[src/rtl/tcb_lib_arbiter.sv]
// Round-robin TCB manager arbiter with bus lock and stall hold.
// Drives the multiplexer request select and a response select delayed by DLY.
module tcb_lib_arbiter #(
  parameter int unsigned IFN = 3,
  parameter int unsigned IFL = $clog2(IFN),
  parameter int unsigned DLY = 1
) (
  input  logic           clk,
  input  logic           rst,
  input  logic [IFN-1:0] vld,
  input  logic [IFN-1:0] lck,
  input  logic           rdy,
  output logic [IFL-1:0] sel,
  output logic [IFN-1:0] gnt,
  output logic [IFL-1:0] sel_rsp,
  output logic           own
);

  logic [IFL-1:0] ptr_q, ptr_d;
  logic           own_q, own_d;
  logic [IFL-1:0] own_idx_q, own_idx_d;
  logic           hsk;
  logic           any_gnt;

  always_comb begin
    logic           found;
    int unsigned    idx;
    logic [IFL-1:0] cand;
    sel   = own_idx_q;
    gnt   = '0;
    found = 1'b0;
    idx   = 0;
    cand  = '0;
    if (rst) begin
      sel = '0;
    end else if (own_q) begin
      sel            = own_idx_q;
      gnt[own_idx_q] = vld[own_idx_q];
    end else begin
      // Scan from the priority pointer, wrapping at IFN rather than 2**IFL.
      for (int unsigned k = 0; k < IFN; k++) begin
        idx = 32'(ptr_q) + k;
        if (idx >= IFN) idx = idx - IFN;
        cand = IFL'(idx);
        if (!found && vld[cand]) begin
          found     = 1'b1;
          sel       = cand;
          gnt       = '0;
          gnt[cand] = 1'b1;
        end
      end
    end
  end

  assign any_gnt = |gnt;
  assign hsk     = any_gnt & rdy;
  assign own     = own_q & ~rst;

  always_comb begin
    ptr_d     = ptr_q;
    own_d     = own_q;
    own_idx_d = own_idx_q;
    if (any_gnt && !rdy) begin
      own_d     = 1'b1;
      own_idx_d = sel;
    end else if (hsk && lck[sel]) begin
      own_d     = 1'b1;
      own_idx_d = sel;
    end else if (hsk) begin
      own_d     = 1'b0;
      own_idx_d = sel;
      ptr_d     = (32'(sel) == IFN - 1) ? '0 : sel + 1'b1;
    end
  end

  always_ff @(posedge clk) begin
    if (rst) begin
      ptr_q     <= '0;
      own_q     <= 1'b0;
      own_idx_q <= '0;
    end else begin
      ptr_q     <= ptr_d;
      own_q     <= own_d;
      own_idx_q <= own_idx_d;
    end
  end

  if (DLY > 0) begin : g_dly
    logic [IFL-1:0] stg_q [DLY];

    always_ff @(posedge clk) begin
      if (rst) begin
        for (int unsigned k = 0; k < DLY; k++) stg_q[k] <= '0;
      end else begin
        // Stage 0 holds between handshakes; later stages always shift.
        stg_q[0] <= hsk ? sel : stg_q[0];
        for (int unsigned k = 1; k < DLY; k++) stg_q[k] <= stg_q[k-1];
      end
    end

    assign sel_rsp = rst ? '0 : stg_q[DLY-1];
  end else begin : g_nodly
    assign sel_rsp = sel;
  end

endmodule

[config.mk]
export PLATFORM = sky130hd
export DESIGN_NAME = tcb_lib_arbiter
export DESIGN_NICKNAME = d
export VERILOG_FILES = /design/src/rtl/tcb_lib_arbiter.sv
export SDC_FILE = /design/constraint.sdc
export NUM_CORES = 1
export LEC_CHECK = 0
export BUFFER_PORTS_ARGS = -buffer_cell sky130_fd_sc_hd__buf_4
export CAP_MARGIN = 25
export CORE_MARGIN = 2
export CORE_UTILIZATION = 45
export CTS_CLUSTER_DIAMETER = 40
export DETAILED_ROUTE_END_ITERATION = 8
export PLACE_DENSITY = 0.76
export SYNTH_ARGS = -nofsm -noshare
export SYNTH_HDL_FRONTEND = slang
export SYNTH_SLANG_ARGS = --single-unit
[constraint.sdc]
create_clock -name clk -period 5.8 [get_ports clk]
set_input_delay 0.58 -clock clk [delete_from_list [all_inputs] [get_ports clk]]
set_output_delay 0.58 -clock clk [all_outputs]
set_load 0.005 [all_outputs]
==> results.md <==
* Final setup fails at 0
* Vias/cell at 5.97
* CP Capture Type: output port
* Post-synthesis cell type count at 49
* Initial Utilization at 48.4%
* Share of cells above drive strength 1 at 21.1%
* Commonest non-fill, non-tap cell in the layout: buf_4
* Die Area at 2260 µm²
* Die height at 47.6 µm
* Crit-path max FO at 16
* Vias at 883
* GPL Wtd Cong at 0.802
* YS warnings at 0
* Tmin final at 3.26 ns
* Grt met2 use at 32.7%
* Clk sinks at 7
* Power Internal at 198 µW
* Share of async-settable or async-resettable flops after synthesis at 0%
* GRT Overall Usage at 19.8%
* Drt drc at 0
* Fillers at 173
* CP cell instances: inv_1 -> ha_1 -> or2_1 -> o22a_1 -> or3_1 -> o221ai_1 -> nand2_1 -> buf_4
* Post-CTS Resized at 0
* Pins Over Slew Limit at 0
* Post-Syn Instances at 112
* Main synth FF type: dfxtp_1
* PortBufs at 16
* Tightest Pin Transition at 0.526 ns
* Leading area contributor after synthesis: dfxtp_1
* Commonest cells after routing, fill and taps aside: buf_4, nor2_1, nand2_1
* Antenna diodes at 0
* # hold bufs at CTS at 0
* Overflow after GRT at 0
* Synth top area cells: dfxtp_1, nor2b_1, nor2_1, nand3_1, nand2_1
* Syn_nets at 123
* CP required at 5.22 ns
* Leakage at 0.000409 µW
* Clock Latency Late Sink at 0.26 ns
* Startpoint types: flop
* WP data arrival at 2.68 ns
* Sequential share of power at 21.5%
* Mapped Area at 855 µm²
* Max-cap violations at 0
* Row count at 15
* CTS tree: yes
* Setup Buffers After CTS at 0
* Final Hold Fails at 0
* Routed WL at 1970 µm
* I/O pin count at 17
* Vias in the first global route at 780
* Critical Path Source: ptr_q[0]$_SDFFE_PP0P_
* Peak supply drop at 0.199 mV
* #FFs+latches synth at 7
* Comb pwr share at 65.9%
* Iteration-0 DRC Markers at 32
* Final HPWL DP at 1460 µm
* EDFF count, synth at 0
* Type of the tightest min-delay check: flop to flop
* Area of the multi-input gates at 662 µm²
* CP peak stage delay at 0.47 ns
* Clk root buf: clkbuf_4
* Nets at 135
* Met1 GRT Util at 26.3%
* Initial antenna violation count at 0
* Run status: finished, final reports clean
* Layout area overhead at 16.4%
* Post-synth top area share at 16.4%
* Max_slew headroom at 65.0%
* Hold path startpoint: g_dly.stg_q[0][1]$_SDFFE_PP0P_
* RSZ-0062 raised after global routing: false
* Final Cycle Share at 56.2%
* Total CTS buffers at 3
* Switching pwr at 166 µW
* Seq. cell area at 140 µm²
* Hold_ws at 0.499 ns
* Pwr per Cell Area at 366 nW/µm²
* Avg WL per Cell at 13.3 µm
* H-tree lvl count at 1
* Reg2reg start: ptr_q[0]$_SDFFE_PP0P_
* WP buf/inv at 2
* CTS clk-pin slew, worst paths at 0.06 ns
* First-pass GRT wire length at 3260 µm
* GR Layer Usage met3 at 4.15%
* CP Class: flop to output port
* Clk_skew at 0.00645 ns
* CP top delay family: simple AND/OR/NAND/NOR gates
* Mapped Avg Cell Area at 7.63 µm²
* Post-DRT Antenna Nets at 0
* Drt pass-1 iters at 4
* Clock share of power at 12.7%
* Pin count of the biggest net entering global routing at 18
* FMAX at 307 MHz
* Final setup TNS at 0 ns
* Max Root-Sink Buffers at 2
* Core area at 1760 µm²
* Grt peak-use layer: met2
* Register area share after synthesis at 16.4%
* CP max stage cell: ha_1
* Switching Share at 45.7%
* Die width at 47.6 µm
-- power groups by stage --
| stage | Combinational (µW) | Clock, µW | Sequential (µW) |
|---|---|---|---|
| 2_1_floorplan | 194 | 0 | 69.0 |
| 3_3_place_gp | 232 | 0 | 79.6 |
| 3_5_place_dp | 239 | 0 | 78.8 |
| 4_1_cts | 241 | 46.1 | 77.7 |
| 5_1_grt | 268 | 48.4 | 80.2 |
| 6_report | 240 | 46.1 | 78.1 |
-- cells by family (layout without fill, tap and decap cells) --
kind of cell / Yosys count / after routing / share of synthesized area [%]
AOI/OAI and AO/OA: 32 / 32 / 34.1
adders and majority gates: 2 / 2 / 2.93
buffers and inverters: 13 / 24 / 6.15
DFF: 7 / 7 / 16.4
muxes: 2 / 2 / 2.49
and+or+nand+nor: 56 / 56 / 37.9
-- path summary, 6_finish.rpt --
path | end | slack [ns] | cells past startpoint
hold / removal | g_dly.stg_q[0][1]$_SDFFE_PP0P_ | 0.50 | 2
setup reg to reg | ptr_q[1]$_SDFFE_PP0P_ | 2.88 | 9
setup / recovery | sel[0] | 2.54 | 8
hold reg to reg | g_dly.stg_q[0][1]$_SDFFE_PP0P_ | 0.50 | 2
-- cell type report --
cell class | count | share of cell area [%]
clock buffers | 4 | 2.64
inverters | 4 | 1.51
multi-input cells | 92 | 66.5
flip-flops and latches | 7 | 14.1
well taps | 25 | 3.14
repair buffers | 16 | 12.1
-- through the flow --
step	instance area, µm²	setup slack (ns)	std cells	power, µW	utilization (%)
after floorplan	855	3.21	112	263	-
after CTS	995	2.56	148	364	56.4
final	995	2.54	148	364	56.4
after detailed placement	968	2.86	144	318	54.9
after global routing	995	2.37	148	397	56.4
after global placement	968	2.92	144	312	54.9
-- registers in the layout, summed over array words and instances, names as in the netlist --
register / count
g_dly.stg_q: 2
own_idx_q: 2
own_q: 1
ptr_q: 2
-- routing by layer --
metal	vias up	routed length [µm]	part of all wire [%]
met4	0	10	0.51
met2	21	972	49
li1	448	-	-
met5	-	0	0
met3	2	68	3.4
met1	412	923	47
-- worst register-to-register path, cell delays in order (launching register included) --
cell,delay [ns]
dfxtp_1,0.33
inv_1,0.06
ha_1,0.47
or4b_1,0.64
o221ai_2,0.20
a22oi_2,0.13
a211oi_4,0.34
o41ai_4,0.14
or4b_1,0.48
nand3_1,0.08
-- cells in the mapped netlist (all sizes together) (2+ instances only) --
cell type / n
o21ai: 2
nor2: 11
o22a: 2
o211ai: 4
nor2b: 8
a21oi: 5
nand3b: 2
or2: 2
dfxtp: 7
buf: 5
and3: 2
nand3: 8
o311a: 2
ha: 2
inv: 4
o221ai: 2
nand2: 9
a22oi: 4
or4b: 3
clkbuf: 4
No activity file was read; power rests on OpenSTA's default activity.
